[src/rtl/aes_pkg.sv]
// Shared types and constants for the AES core arbiter slice.
package aes_pkg;

    typedef enum logic [1:0] {
        IDLE  = 2'd0,
        ISSUE = 2'd1,
        BUSY  = 2'd2,
        RESP  = 2'd3
    } arb_state_t;

    localparam int AES_BLK_W    = 128;
    localparam int AES_CORE_LAT = 22;

    // Index width for a port count, never narrower than one bit.
    function automatic int idx_width(input int n);
        return (n > 1) ? $clog2(n) : 1;
    endfunction

endpackage

[src/rtl/aes_rr_pick.sv]
// Combinational round-robin picker: first set request at or above rr_ptr,
// wrapping modulo N_REQ.
module aes_rr_pick
    import aes_pkg::*;
#(
    parameter int N_REQ = 4,
    parameter int IDX_W = 2
) (
    input  logic [N_REQ-1:0] req,
    input  logic [IDX_W-1:0] rr_ptr,
    output logic [N_REQ-1:0] grant,
    output logic [IDX_W-1:0] grant_idx,
    output logic             any
);

    localparam logic [N_REQ-1:0] ONE_HOT_LSB = {{(N_REQ-1){1'b0}}, 1'b1};

    logic [IDX_W:0] cand_s;
    logic           hit_s;

    // Walk the ports from rr_ptr upward; the first hit wins and later hits are masked.
    always_comb begin
        grant     = {N_REQ{1'b0}};
        grant_idx = {IDX_W{1'b0}};
        any       = 1'b0;
        cand_s    = {(IDX_W+1){1'b0}};
        hit_s     = 1'b0;
        for (int off = 0; off < N_REQ; off++) begin
            cand_s    = {1'b0, rr_ptr} + (IDX_W+1)'(off);
            cand_s    = (cand_s >= (IDX_W+1)'(N_REQ)) ? (cand_s - (IDX_W+1)'(N_REQ)) : cand_s;
            hit_s     = !any && req[cand_s[IDX_W-1:0]];
            grant     = grant | (hit_s ? (ONE_HOT_LSB << cand_s[IDX_W-1:0]) : {N_REQ{1'b0}});
            grant_idx = hit_s ? cand_s[IDX_W-1:0] : grant_idx;
            any       = any | hit_s;
        end
    end

endmodule

[src/rtl/aes_arbiter.sv]
// Shares one AES-128 core between N_REQ requesters with round-robin grant.
// Optional watchdog abort of a stuck core is enabled by AES_ARB_TIMEOUT_EN.
module aes_arbiter
    import aes_pkg::*;
#(
    parameter int N_REQ   = 4,
    parameter int TIMEOUT = 64
) (
    input  logic                       CLK,
    input  logic                       RST,
    input  logic [N_REQ-1:0]           req_valid,
    output logic [N_REQ-1:0]           req_ready,
    input  logic [N_REQ*AES_BLK_W-1:0] req_key,
    input  logic [N_REQ*AES_BLK_W-1:0] req_di,
    output logic [N_REQ-1:0]           rsp_valid,
    input  logic [N_REQ-1:0]           rsp_ready,
    output logic [AES_BLK_W-1:0]       rsp_data,
    output logic                       rsp_err,
    output logic                       core_rst,
    output logic                       core_start,
    output logic [AES_BLK_W-1:0]       core_key,
    output logic [AES_BLK_W-1:0]       core_di,
    input  logic [AES_BLK_W-1:0]       core_do,
    input  logic                       core_done
);

    localparam int               IDX_W       = idx_width(N_REQ);
    localparam logic [N_REQ-1:0] ONE_HOT_LSB = {{(N_REQ-1){1'b0}}, 1'b1};

    if (N_REQ < 2 || N_REQ > 8 || TIMEOUT < 2 || TIMEOUT > 65536) begin : g_param_check
        $error("aes_arbiter: N_REQ must be 2..8 and TIMEOUT 2..65536");
    end

    arb_state_t           state_r;
    logic [IDX_W-1:0]     grant_idx_r;
    logic [IDX_W-1:0]     rr_ptr_r;
    logic [IDX_W-1:0]     next_ptr_s;
    logic [N_REQ-1:0]     rsp_valid_r;
    logic [AES_BLK_W-1:0] rsp_data_r;
    logic                 core_start_r;
    logic [AES_BLK_W-1:0] core_key_r;
    logic [AES_BLK_W-1:0] core_di_r;
    logic [N_REQ-1:0]     pick_grant_s;
    logic [IDX_W-1:0]     pick_idx_s;
    logic                 pick_any_s;

`ifdef AES_ARB_TIMEOUT_EN
    logic [15:0]          wd_cnt_r;
    logic                 rsp_err_r;
    logic                 core_rst_pulse_r;
`endif

    aes_rr_pick #(
        .N_REQ (N_REQ),
        .IDX_W (IDX_W)
    ) u_pick (
        .req       (req_valid),
        .rr_ptr    (rr_ptr_r),
        .grant     (pick_grant_s),
        .grant_idx (pick_idx_s),
        .any       (pick_any_s)
    );

    // Accept is offered only while idle, and only to the picked port.
    always_comb begin
        if (state_r == IDLE) begin
            req_ready = pick_grant_s;
        end else begin
            req_ready = {N_REQ{1'b0}};
        end
    end

    // Pointer moves just past the port that was last served.
    always_comb begin
        if (grant_idx_r == IDX_W'(N_REQ - 1)) begin
            next_ptr_s = {IDX_W{1'b0}};
        end else begin
            next_ptr_s = grant_idx_r + IDX_W'(1);
        end
    end

    // Job sequencer: accept, issue start, wait for the core, hold the response.
    always_ff @(posedge CLK) begin
        if (RST) begin
            state_r      <= IDLE;
            grant_idx_r  <= {IDX_W{1'b0}};
            rr_ptr_r     <= {IDX_W{1'b0}};
            rsp_valid_r  <= {N_REQ{1'b0}};
            rsp_data_r   <= {AES_BLK_W{1'b0}};
            core_start_r <= 1'b0;
            core_key_r   <= {AES_BLK_W{1'b0}};
            core_di_r    <= {AES_BLK_W{1'b0}};
`ifdef AES_ARB_TIMEOUT_EN
            wd_cnt_r         <= 16'd0;
            rsp_err_r        <= 1'b0;
            core_rst_pulse_r <= 1'b0;
`endif
        end else begin
`ifdef AES_ARB_TIMEOUT_EN
            core_rst_pulse_r <= 1'b0;
`endif
            case (state_r)
                IDLE: begin
                    if (pick_any_s) begin
                        core_key_r   <= req_key[pick_idx_s*AES_BLK_W +: AES_BLK_W];
                        core_di_r    <= req_di[pick_idx_s*AES_BLK_W +: AES_BLK_W];
                        grant_idx_r  <= pick_idx_s;
                        core_start_r <= 1'b1;
                        state_r      <= ISSUE;
                    end
                end
                ISSUE: begin
                    core_start_r <= 1'b0;
`ifdef AES_ARB_TIMEOUT_EN
                    wd_cnt_r     <= 16'd0;
`endif
                    state_r      <= BUSY;
                end
                BUSY: begin
                    if (core_done) begin
                        rsp_data_r  <= core_do;
`ifdef AES_ARB_TIMEOUT_EN
                        rsp_err_r   <= 1'b0;
`endif
                        rsp_valid_r <= ONE_HOT_LSB << grant_idx_r;
                        state_r     <= RESP;
                    end
`ifdef AES_ARB_TIMEOUT_EN
                    // A core that never finishes is reset and the job answered with an error.
                    else if (wd_cnt_r == 16'(TIMEOUT - 1)) begin
                        rsp_data_r       <= {AES_BLK_W{1'b0}};
                        rsp_err_r        <= 1'b1;
                        core_rst_pulse_r <= 1'b1;
                        rsp_valid_r      <= ONE_HOT_LSB << grant_idx_r;
                        state_r          <= RESP;
                    end else begin
                        wd_cnt_r <= wd_cnt_r + 16'd1;
                    end
`endif
                end
                RESP: begin
                    if (rsp_ready[grant_idx_r]) begin
                        rsp_valid_r <= {N_REQ{1'b0}};
                        rr_ptr_r    <= next_ptr_s;
                        state_r     <= IDLE;
                    end
                end
                default: begin
                    core_start_r <= 1'b0;
                    rsp_valid_r  <= {N_REQ{1'b0}};
                    state_r      <= IDLE;
                end
            endcase
        end
    end

    assign rsp_valid  = rsp_valid_r;
    assign rsp_data   = rsp_data_r;
    assign core_start = core_start_r;
    assign core_key   = core_key_r;
    assign core_di    = core_di_r;

`ifdef AES_ARB_TIMEOUT_EN
    assign rsp_err  = rsp_err_r;
    assign core_rst = RST | core_rst_pulse_r;
`else
    assign rsp_err  = 1'b0;
    assign core_rst = RST;
`endif

endmodule

[config.mk]
export PLATFORM = sky130hd
export DESIGN_NAME = aes_arbiter
export DESIGN_NICKNAME = d
export VERILOG_FILES = /design/src/rtl/aes_pkg.sv /design/src/rtl/aes_rr_pick.sv /design/src/rtl/aes_arbiter.sv
export SDC_FILE = /design/constraint.sdc
export NUM_CORES = 1
export LEC_CHECK = 0
export ABC_AREA = 1
export BUFFER_PORTS_ARGS = -buffer_cell sky130_fd_sc_hd__buf_4
export CAP_MARGIN = 0
export CELL_PAD_IN_SITES_DETAIL_PLACEMENT = 1
export CELL_PAD_IN_SITES_GLOBAL_PLACEMENT = 1
export CORE_AREA = 5 5 610 612
export DETAILED_ROUTE_END_ITERATION = 7
export DIE_AREA = 0 0 615 617
export GPL_ROUTABILITY_DRIVEN = 0
export PLACE_DENSITY = 0.41
export REMOVE_ABC_BUFFERS = 1
export SETUP_SLACK_MARGIN = 0.5
export SLEW_MARGIN = 25
export SYNTH_ARGS = -nofsm -noshare
export SYNTH_HDL_FRONTEND = slang
export SYNTH_SLANG_ARGS = --single-unit
[constraint.sdc]
create_clock -name CLK -period 8.1 [get_ports CLK]
set_clock_uncertainty 0.05 [all_clocks]
set_input_delay 2.43 -clock CLK [delete_from_list [all_inputs] [get_ports CLK]]
set_output_delay 2.43 -clock CLK [all_outputs]
set_load 0.01 [all_outputs]
==> results.cfg, run 1 <==
[outcome]
status = completed

[clocking]
cts_buffers = 73
h-tree-depth = 3
cts_tree = done
cts.repair.resized = 0
clkSlewWorstSetupHoldPaths_ns = 0.06
cts_setup_buffers = 0
clock_latency_ns = 0.77
root_buffer = clkbuf_16
cts_buffer_depth = 4
clock-sinks = 395
ctsHoldBuffers = 0

[route]
ant_nets = 0
vias_per_cell = 3.50
drtIter0Drc = 2205
wl_per_cell_um = 25.7
drtPass1Iterations = 5
num_vias = 39900
route.detailed.drc = 0
routed_wl_um = 293000

[worst_hold_path]
worst_hold_path_type = reg2reg

[logic_synthesis]
yosysSeqAreaShare = 0.272
synth.most_common_cell = inv_1
synth.top_cell.area_share = 0.272
yosys.area.top_type = dfxtp_1
ys_types = 25
postSynthCellCount = 5185
synth_warnings = 0
synth_edf_count = 0
ys_top_cells_by_count = inv_1 (1302), nand2_1 (814), nand3_1 (785)
synth.avg_cell_area_um2 = 5.60
syn_area_um2 = 29000
synthTopCellsByArea = dfxtp_1 (27%), inv_1 (17%), nand3_1 (14%)
dominantRegCellSynth = dfxtp_1
synthArstFlopShare = 0
ys_seq_elements = 395

[pwr]
p_per_area_nw_per_um2 = 342
ir_drop_mv = 0.182
p_leak_nw = 26.3

[cells_and_area]
finalInstanceArea_um2 = 48200
fillers = 45100
regArea_um2 = 7910
drive_gt1_frac = 0.269
area_growth_pct = 65.9
nNetsFinal = 7655
post-route-util = 0.131
multi_input_area_um2 = 14200

[floorplanning]
fp.coreArea_um2 = 367000
die_h_um = 617
rows = 223
die_area_um2 = 379000
boundaryPins = 1558
die_x_um = 615
start_util = 0.0791

[timing]
tightest_slew_ns = 1.22
rsz0062_at_grt = no
slew_viol_final = 0
worst_slack_ns = 1.42
tns_ns = 0
finalHoldViolations = 0
setup_viol = 0
period_minus_slack_ns = 6.68
post-route-period-util = 0.824
slew_headroom = 0.177
holdWs_ns = 0.432
clock.fmax_mhz = 150

[setup_path]
arrival_ns = 4.20
crit_fanout = 7
rrSetupSlack_ns = 3.00
worstSetupStartpointType = input pin
critPathCaptureType = primary output
crit_type = in2out
cp_data_required_time_ns = 5.62

[placement]
dpl_cell_area_um2 = 45600
pre_cts_ws_ns = 1.52
io_buffer_count = 1556
dp_hpwl_um = 240000

[global_routing]
grt_pass1_wl_um = 385000
grt_max_degree = 150
first_global_vias = 41500
overflow = 0
grt_use_total = 0.147
antenna_found_initial = 128

[job]
drv_cap = 0
[registers in the layout (all words and copies together), names as in the netlist]
register / count
core_start: 1
state_r: 2
rr_ptr_r: 2
core_di: 128
rsp_valid: 4
core_key: 128
rsp_data: 128
grant_idx_r: 2
[metal layers]
layer | GRT usage | vias up | wire (um)
li1 | - | 18600 | -
met1 | 0.182 | 19700 | 125000
met2 | 0.244 | 1266 | 138000
met3 | 0.0499 | 322 | 23600
met4 | 0.0321 | 62 | 6550
met5 | 0 | - | 423
[worst max-delay path, stage by stage]
cell and delay (ns):
buf_4 0.11, inv_1 0.05, nand2_1 0.10, nand3_1 0.19, nand2_2 0.14, nor2_2 0.25
inv_1 0.12, nor2_1 0.25, nand2_1 0.14, o2111ai_1 0.13, nand2_1 0.09, inv_1 0.08
buf_4 0.12
[kinds of logic (layout without fill, tap and decap cells)]
family / after synthesis / count (layout) / share of synthesized area
adder cells (fa/ha/maj): 15 / 15 / 0.00646
AND/OR/NAND/NOR: 2897 / 2897 / 0.453
AO/OA/AOI/OAI: 158 / 158 / 0.0278
buffers and inverters: 1719 / 3059 / 0.240
other: 1 / 41 / 0.000129
flip-flops: 395 / 395 / 0.272
[cells in the final DEF (no fill, tap or decap), types with 4 or more instances in the layout]
cell type / instances
o21ai_0: 132
inv_1: 1300
dfxtp_1: 395
a21oi_1: 14
nor2_1: 778
nand4_1: 512
clkbuf_16: 75
clkinv_2: 6
nand3_1: 784
diode_2: 40
bufinv_16: 4
clkbuf_1: 10
nand2_1: 813
ha_1: 15
o21ai_1: 7
buf_12: 21
buf_4: 1607
clkbuf_8: 20
[cell type report]
cell class                      count  share of cell area
Sequential cell                   395               0.164
Timing Repair Buffer             1630               0.260
Inverter                         1306               0.102
Antenna cell                       40             0.00208
Clock buffer                      105              0.0455
Tap cell                         4837               0.126
Multi-Input combinational cell   3071               0.295
Clock inverter                     18             0.00481
[final timing paths]
check | startpoint | endpoint | depth (start not counted)
setup / recovery | req_valid[3] | req_ready[2] | 13
hold / removal | rsp_valid[0] | rsp_valid[0] | 2
setup reg to reg | rr_ptr_r[0] | core_key[106] | 15
hold reg to reg | rsp_valid[0] | rsp_valid[0] | 2
[where the power goes]
| group | leakage, nW | total, mW | internal (mW) | switching, mW |
|---|---|---|---|---|
| registers | 3.26 | 3.35 | 2.76 | 0.596 |
| clock network | 1.19 | 3.29 | 2.00 | 1.29 |
| logic | 21.8 | 9.82 | 3.20 | 6.62 |
| total | 26.3 | 16.5 | 7.96 | 8.50 |
[through the flow]
| stage | power, mW | instances |
|---|---|---|
| floorplan | 8.58 | 4772 |
| global placement | 13.4 | 11200 |
| detailed placement | 13.5 | 11200 |
| CTS | 17.0 | 11400 |
| global route | 17.8 | 11400 |
| finish | 16.5 | 11400 |
Note: power is estimated with default switching activity, not from simulation.
==> run 2: changes to the inputs <==
- ABC_AREA: 1 -> 0
- CORE_AREA: 5 5 610 612 -> 5 5 604 606
- DIE_AREA: 0 0 615 617 -> 0 0 609 611
- PLACE_DENSITY: 0.41 -> 0.36
- clock period: 8.1 -> 6.19 ns (I/O delays scaled with it)
==> run 2 against run 1 <==
Effect of this change:
- worst hold slack got worse by 0.027 ns
- worst setup slack got worse by 0.60 ns
- critical path type is now reg2out
- critical path depth down 4
- clock power increased by 13%
- flip-flop and latch count unchanged
- non-clock buffer count decreased by 10
- synthesized cell count is 59% lower
- via count is 40% lower
- global-route usage decreased by 2.7 points
- first-iteration DRC count is 48% lower
==> results.cfg, run 2 <==
[outcome]
status = completed

[clocking]
h-tree-depth = 2
clock-sinks = 395
ctsHoldBuffers = 0
clock_latency_ns = 0.78
cts_tree = done
clkSlewWorstSetupHoldPaths_ns = 0.06
cts_buffer_depth = 3
cts_buffers = 61
root_buffer = clkbuf_16

[logic_synthesis]
synth.avg_cell_area_um2 = 9.56
ys_seq_elements = 395
synth_edf_count = 0
syn_area_um2 = 20300
synth.most_common_cell = nand2_1
synth_top_family_by_area = multiplexers
ys_top_cells_by_count = nand2_1 (526), mux2i_1 (516), dfxtp_1 (395)
yosys.area_share.xor_xnor = 0.000432
synth.top_cell.area_share = 0.390
synth_warnings = 0
synthTopCellsByArea = dfxtp_1 (39%), mux2i_1 (25%), o221ai_1 (11%)
synthMuxAreaShare = 0.258
yosys.area.top_type = dfxtp_1
synth_compound_area_frac = 0.153
yosysSeqAreaShare = 0.390
synth_fa_ha_area_frac = 0.00926
ys_types = 44
synthArstFlopShare = 0
dominantRegCellSynth = dfxtp_1
postSynthCellCount = 2120
synthSimpleGateAreaFrac = 0.109

[floorplanning]
start_util = 0.0566
die_x_um = 609
rows = 220
die_h_um = 611
boundaryPins = 1558
die_area_um2 = 372000
fp.coreArea_um2 = 358000

[timing]
period_minus_slack_ns = 5.37
rsz0062_at_grt = no
clock.fmax_mhz = 186
slew_viol_final = 0
post-route-period-util = 0.867
setup_viol = 0
holdWs_ns = 0.404
tightest_slew_ns = 0.932
slew_headroom = 0.379
finalHoldViolations = 0

[global_routing]
overflow = 0
first_global_vias = 25600
grt_max_degree = 112
grt_use_total = 0.120
grt_pass1_wl_um = 292000
antenna_found_initial = 148

[cells_and_area]
layout.cells.non_filler = 8460
final_common_cell = buf_4
drive_gt1_frac = 0.473
finalInstanceArea_um2 = 39200
post-route-util = 0.109
area_growth_pct = 93.5
nNetsFinal = 4785
final_cell_mix = buf_4 (1602), nand2_1 (525), mux2i_1 (515), dfxtp_1 (394), o221ai_1 (255)

[pwr]
ir_drop_mv = 0.239
combPwrFrac = 0.444
p_sw_mw = 5.61
pwr-share-seq = 0.277
internal_power_mw = 7.78
p_per_area_nw_per_um2 = 341
swShare = 0.419
p_leak_nw = 15.9
total_power_mw = 13.4
pwr-share-clk = 0.279

[setup_path]
cp_data_required_time_ns = 4.28
arrival_ns = 3.46
crit_buf_inv = 2
critPathCaptureType = primary output
critPathMaxStageDelay_ns = 0.61
crit_family = multiplexers
worstSetupStartpointType = flip-flop
crit_path_cell_trace = inv_1 > ha_2 > mux4_2 > nor2b_2 > a22oi_1 > nor2_1 > a221oi_1 > nor2b_1 > buf_4
crit_fanout = 10
crit_slowest_cell = mux4_2
crit_type = reg2out

[placement]
dpl_cell_area_um2 = 37100
dp.cells = 8317
io_buffer_count = 1556
dp_hpwl_um = 206000

[worst_hold_path]
worst_hold_path_type = reg2reg

[route]
num_vias = 24000
wl_per_cell_um = 27.9
ant_nets = 0
drtPass1Iterations = 5
route.detailed.drc = 0
routed_wl_um = 236000
vias_per_cell = 2.83
drtIter0Drc = 1156

[job]
drv_cap = 0
run 2: path summary, 6_finish.rpt:
kind	start	to	slack, ns	depth (start not counted)
max reg2reg	rr_ptr_r[1]	core_key[1]	1.91	10
min reg2reg	rsp_data[66]	rsp_data[66]	0.40	2
max	rr_ptr_r[1]	req_ready[1]	0.82	9
min	rsp_data[66]	rsp_data[66]	0.40	2
run 2: worst register-to-register path, cell delays in order (launching register included):
cell and delay [ns]:
dfxtp_1 0.50, inv_1 0.20, ha_2 0.50, mux4_2 0.61, nor2b_2 0.28, o21ai_2 0.11, o31ai_4 0.19, buf_12 0.29
buf_4 0.48, mux2i_1 0.69, o221ai_1 0.19
run 2: final cells by class:
| cell class | count | area (um2) |
|---|---|---|
| Antenna cell | 34 | 85.1 |
| Clock buffer | 92 | 1800 |
| Fill cell | 42600 | 319000 |
| Sequential cell | 395 | 7910 |
| Clock inverter | 17 | 241 |
| Inverter | 8 | 30.0 |
| Timing Repair Buffer | 1620 | 12400 |
| Multi-Input combinational cell | 1521 | 10800 |
| Tap cell | 4773 | 5970 |
run 2: routing by layer:
| layer | global-route usage | wire (um) | vias up |
|---|---|---|---|
| met4 | 0.0239 | 5580 | 46 |
| met5 | 0 | 319 | - |
| met2 | 0.227 | 125000 | 979 |
| met3 | 0.0431 | 18200 | 296 |
| li1 | - | - | 10800 |
| met1 | 0.127 | 86800 | 11800 |
run 2: what timing repair did:
action | in CTS | in global routing
gates resized for setup | 1 | 2
setup buffers | 0 | 0
setup endpoints to repair | 4 | 4
hold endpoints to repair | 0 | 0
run 2: stage by stage:
| stage | TNS (ns) | setup WS (ns) |
|---|---|---|
| 2_1_floorplan | -7565.30 | -30.10 |
| 3_3_place_gp | 0 | 0.651 |
| 3_5_place_dp | 0 | 0.756 |
| 4_1_cts | 0 | 0.536 |
| 5_1_grt | 0 | 0.521 |
| 6_report | 0 | 0.824 |
run 2: kinds of logic (layout without fill, tap and decap cells):
group	Yosys count	after routing
other cells	1	35
compound gates	416	416
simple gates	569	569
buf+inv	204	1737
mux	519	519
fa+ha+maj	15	15
flops	395	395
xor+xnor	1	1
run 2: power by group through the flow:
stage	sequential [mW]	combinational (mW)	clock [mW]
2_1_floorplan	3.94	4.52	0
3_3_place_gp	3.76	6.24	0
3_5_place_dp	3.78	6.28	0
4_1_cts	3.73	6.30	3.97
5_1_grt	3.80	6.42	4.02
6_report	3.71	5.95	3.73
